### config.mk
export PLATFORM = sky130hd
export DESIGN_NAME = regfile_onehot_wr
export DESIGN_NICKNAME = d
export VERILOG_FILES = /design/src/rtl/regfile_onehot_wr.sv
export SDC_FILE = /design/constraint.sdc
export NUM_CORES = 2
export LEC_CHECK = 0
export CAP_MARGIN = 30
export CORE_ASPECT_RATIO = 1.2
export CORE_MARGIN = 10
export CORE_UTILIZATION = 40
export CTS_CLUSTER_DIAMETER = 30
export DETAILED_ROUTE_END_ITERATION = 8
export PLACE_DENSITY_LB_ADDON = 0.25
export SYNTH_ARGS = -nofsm -noshare
export SYNTH_HDL_FRONTEND = slang
export SYNTH_SLANG_ARGS = --single-unit
### constraint.sdc
create_clock -name clk -period 6.75 [get_ports clk]
set_clock_uncertainty 0.15 [all_clocks]
set_input_delay 1.35 -clock clk [delete_from_list [all_inputs] [get_ports clk]]
set_output_delay 1.35 -clock clk [all_outputs]
set_load 0.02 [all_outputs]
### src/rtl/regfile_onehot_wr.sv
// 32-entry register file written through a one-hot enable vector from the address decoder.
// Two combinational read ports with optional write-through; sticky flag for multi-hot vectors.
module regfile_onehot_wr #(
  parameter int WIDTH    = 32,
  parameter bit ZERO_REG = 1'b1,
  parameter bit BYPASS   = 1'b1
) (
  input  logic             clk,
  input  logic             reset_n,
  input  logic [31:0]      we_onehot,
  input  logic [WIDTH-1:0] wdata,
  input  logic [4:0]       ra_addr,
  input  logic [4:0]       rb_addr,
  input  logic             err_clr,
  output logic [WIDTH-1:0] ra_data,
  output logic [WIDTH-1:0] rb_data,
  output logic             onehot_err
);

  logic [WIDTH-1:0] regs [32];
  logic             multi_hot;
  logic             single_hot;

  // v & (v-1) clears the lowest set bit; anything left means two or more bits were set
  assign multi_hot  = |(we_onehot & (we_onehot - 32'd1));
  assign single_hot = (|we_onehot) & ~multi_hot;

  always_ff @(posedge clk or negedge reset_n) begin
    if (!reset_n) begin
      for (int k = 0; k < 32; k++) begin
        regs[k] <= '0;
      end
      onehot_err <= 1'b0;
    end else begin
      if (multi_hot) begin
        onehot_err <= 1'b1;
      end else if (err_clr) begin
        onehot_err <= 1'b0;
      end
      for (int k = 0; k < 32; k++) begin
        if (single_hot && we_onehot[k] && !(ZERO_REG && k == 0)) begin
          regs[k] <= wdata;
        end
      end
    end
  end

  always_comb begin
    ra_data = regs[ra_addr];
    if (BYPASS && single_hot && we_onehot[ra_addr]) begin
      ra_data = wdata;
    end
    if (ZERO_REG && ra_addr == 5'd0) begin
      ra_data = '0;
    end
  end

  always_comb begin
    rb_data = regs[rb_addr];
    if (BYPASS && single_hot && we_onehot[rb_addr]) begin
      rb_data = wdata;
    end
    if (ZERO_REG && rb_addr == 5'd0) begin
      rb_data = '0;
    end
  end

endmodule

==> impl_metrics.env <==
export IMPL_hpwl_um=106000
export IMPL_tightestPinTransition_ns=1.20
export IMPL_clockBufferDepth=3
export IMPL_slowest_delay_ns=0.63
export IMPL_final_util_pct=48.1
export IMPL_clock_latency_ns=0.78
export IMPL_setup_viol=0
export IMPL_h_tree_depth=4
export IMPL_met1_usage_pct=32.6
export IMPL_hp_class="register to register"
export IMPL_hold_start="regs[161]$_DFFE_PN0P_"
export IMPL_antenna_left=0
export IMPL_grt_usage_pct=23.4
export IMPL_synth_top_flop_cell="dfrtp_1"
export IMPL_drv_slew=0
export IMPL_hold_end="regs[161]$_DFFE_PN0P_"
export IMPL_rsz0062_at_grt="false"
export IMPL_rr_worst_depth=1
export IMPL_postLayoutSetupSlackWorst_ns=0.0791
export IMPL_fin_crit_ns=6.67
export IMPL_final_common_cell="dfrtp_1"
export IMPL_slew_headroom_pct=19.8
export IMPL_worstSetupStartpointType="input pin"
export IMPL_ir_drop_mv=0.237
export IMPL_fin_area_mm2=0.0680
export IMPL_grt_overflow_total=0
export IMPL_synth_cell_type_count=53
export IMPL_grt_util_met3_pct=6.14
export IMPL_io_pins=142
export IMPL_remaining_drc_errors=0
export IMPL_wl_per_cell_um=33.1
export IMPL_crit_chain="clkdlybuf4s50_1 > maj3_1 > or3_1 > a2111oi_0 > buf_4 > nor3_1 > nor4_4 > o2111a_4 > buf_12 > mux2i_1 > clkdlybuf4s50_1"
export IMPL_grt_max_degree=182
export IMPL_cts_sinks=993
export IMPL_die_area_mm2=0.158
export IMPL_syn_area_mm2=0.0569
export IMPL_post_route_period_util_pct=98.8
export IMPL_ys_async_sr_fraction_pct=100
export IMPL_syn_nets=3498
export IMPL_use_met2_pct=35.7
export IMPL_cp_common_cell="clkdlybuf4s50_1"
export IMPL_fmax_mhz=150
export IMPL_cp_slowest_cell="clkdlybuf4s50_1"
export IMPL_final_cell_count_no_fill=5566
export IMPL_drv_cap=0
export IMPL_syn_to_final_growth_pct=19.4
export IMPL_cp_top_family="buffers and inverters"
export IMPL_critPathBufInv=4
export IMPL_synth_edff_count=0
export IMPL_powerDensity_mw_per_mm2=248
export IMPL_rr_endpoint="regs[262]$_DFFE_PN0P_"
export IMPL_cp_max_fo=7
export IMPL_coreArea_mm2=0.141
export IMPL_setup_tns_final_ns=0
export IMPL_pre_cts_slack_ns=0.0205
export IMPL_vias=34586
export IMPL_routed_wl_um=184000
export IMPL_hold_viol_final=0
export IMPL_outcome="completed"
export IMPL_yosysWarnings=32
export IMPL_grt_pass1_vias=36905
export IMPL_criticalPathCategory="input pin to primary output"
export IMPL_cp_arrival_ns=5.17
export IMPL_postCtsHoldBufs=0
export IMPL_port_buffers=141
export IMPL_r2r_slack_ns=5.77
export IMPL_cts_tree="built"
export IMPL_first_pass_iters=5
export IMPL_worstPathRequired_ns=5.25
export IMPL_fillers=11879
export IMPL_synthCells=3421
export IMPL_p_leak_nw=32.8
export IMPL_nNetsFinal=3648
export IMPL_drive_gt1_share_pct=54.3
export IMPL_grt_pass1_wl_um=269000
export IMPL_grt_antenna_before_repair=7
export IMPL_die_w_um=364
export IMPL_die_h_um=433
export IMPL_initial_utilization_pct=40.3
export IMPL_final_cell_mix="993 x dfrtp_1, 587 x mux4_2, 440 x mux2_4"
export IMPL_regArea_mm2=0.0248
export IMPL_via_per_inst=6.21
export IMPL_whs_path_depth=1
export IMPL_multi_input_area_mm2=0.0301
export IMPL_dp_cells=5216
export IMPL_cp_end_kind="primary output"
export IMPL_place_gp_congestion=0.845
export IMPL_avgSynthCellArea_um2=16.6
export IMPL_first_iter_violations=3014
export IMPL_gr_max_usage_layer="met2"
export IMPL_detailed_place_area_mm2=0.0611
export IMPL_ys_ff_latch=993
export IMPL_placement_rows=151
export IMPL_r2r_start="regs[262]$_DFFE_PN0P_"
export IMPL_numCtsBuffers=185
export IMPL_worstSetupPathDepth=11
export IMPL_root_buffer="clkbuf_16"
export IMPL_seq_area_frac_synth_pct=43.6
export IMPL_clk_pin_slew_worst_paths_ns=0.05
flip-flops by register name, summed over array words and instances (netlist names):
register,cells
regs,992
onehot_err,1
through the flow:
| step | hold WS (ns) | total power [mW] |
|---|---|---|
| 3_3_place_gp | 0.336 | 6.95 |
| 2_1_floorplan | 0.321 | 6.50 |
| 5_1_grt | 0.374 | 17.3 |
| 6_report | 0.354 | 16.9 |
| 3_5_place_dp | 0.345 | 6.96 |
| 4_1_cts | 0.357 | 17.0 |
worst max path at each step:
stage | slack [ns] | startpoint | endpoint
after global placement | 0.08 | we_onehot[2] | ra_data[24]
after floorplan | 0.77 | we_onehot[11] | rb_data[10]
after global routing | 0.0001 | we_onehot[11] | rb_data[2]
after CTS | 0.02 | we_onehot[6] | ra_data[24]
final | 0.08 | we_onehot[3] | rb_data[2]
after detailed placement | 0.02 | we_onehot[3] | ra_data[24]
cell type report:
class	instances	share of cell area, %
antenna	3	0.0110
clock buffer	231	7.68
clock inverter	112	2.27
inverter	4	0.0221
multi-input combinational	2037	44.3
sequential	993	36.5
tap	1836	3.38
timing repair buffer	350	5.80
synthesized netlist by cell type (2+ instances only):
| cell type | count | share of area (%) |
|---|---|---|
| o22ai_1 | 2 | 0.022 |
| mux2_2 | 408 | 8.1 |
| or3_1 | 4 | 0.044 |
| mux2_4 | 440 | 12 |
| o41ai_1 | 3 | 0.046 |
| mux2_1 | 208 | 4.1 |
| buf_1 | 50 | 0.33 |
| nand3_1 | 2 | 0.018 |
| or2_2 | 2 | 0.022 |
| clkbuf_1 | 229 | 1.5 |
| nand2b_1 | 2 | 0.022 |
| a2111oi_0 | 3 | 0.046 |
| nand2_1 | 37 | 0.24 |
| o21ai_0 | 37 | 0.33 |
| dfrtp_1 | 993 | 44 |
| nor2b_1 | 3 | 0.033 |
| mux4_2 | 587 | 23 |
| nor2_1 | 10 | 0.066 |
| o211ai_1 | 2 | 0.026 |
| nor3_1 | 8 | 0.070 |
| or4_1 | 7 | 0.092 |
| nor4_1 | 3 | 0.033 |
| maj3_1 | 2 | 0.035 |
| buf_6 | 64 | 1.3 |
| buf_2 | 37 | 0.33 |
| o211a_1 | 2 | 0.035 |
| nand4_1 | 38 | 0.42 |
| o31ai_1 | 3 | 0.040 |
| buf_4 | 5 | 0.066 |
| a21oi_1 | 4 | 0.035 |
| nand3b_1 | 5 | 0.066 |
| inv_1 | 4 | 0.026 |
| nand4b_1 | 2 | 0.031 |
| a22o_1 | 63 | 0.97 |
| o2111ai_1 | 2 | 0.031 |
| and3_1 | 3 | 0.033 |
| mux2i_1 | 109 | 1.9 |
| nand4_4 | 23 | 0.86 |
logic make-up after synthesis:
family | after synthesis | share of synthesized area (%)
mux | 1752 | 48.9
flops | 993 | 43.6
buf+inv | 391 | 3.58
simple gates | 151 | 2.08
compound gates | 132 | 1.74
fa+ha+maj | 2 | 0.0352
per-layer routing:
metal  vias to the layer above  routed length, µm
met3                       272              13800
met2                      1240              85200
li1                      13855                  -
met5                         -                 54
met1                     19211              80800
met4                         8               4440
what timing repair did:
action,CTS,global route
endpoints found under the setup margin,0,62
resized for setup,0,33
setup buffers,0,2
power breakdown:
part / switching (mW) / total (mW) / internal (mW) / leakage [nW]
clock: 3.35 / 10.0 / 6.68 / 3.31
sequential: 0.000000336 / 5.96 / 5.96 / 13.9
combinational: 0.597 / 0.887 / 0.290 / 15.6
No activity file was read; power rests on OpenSTA's default activity.
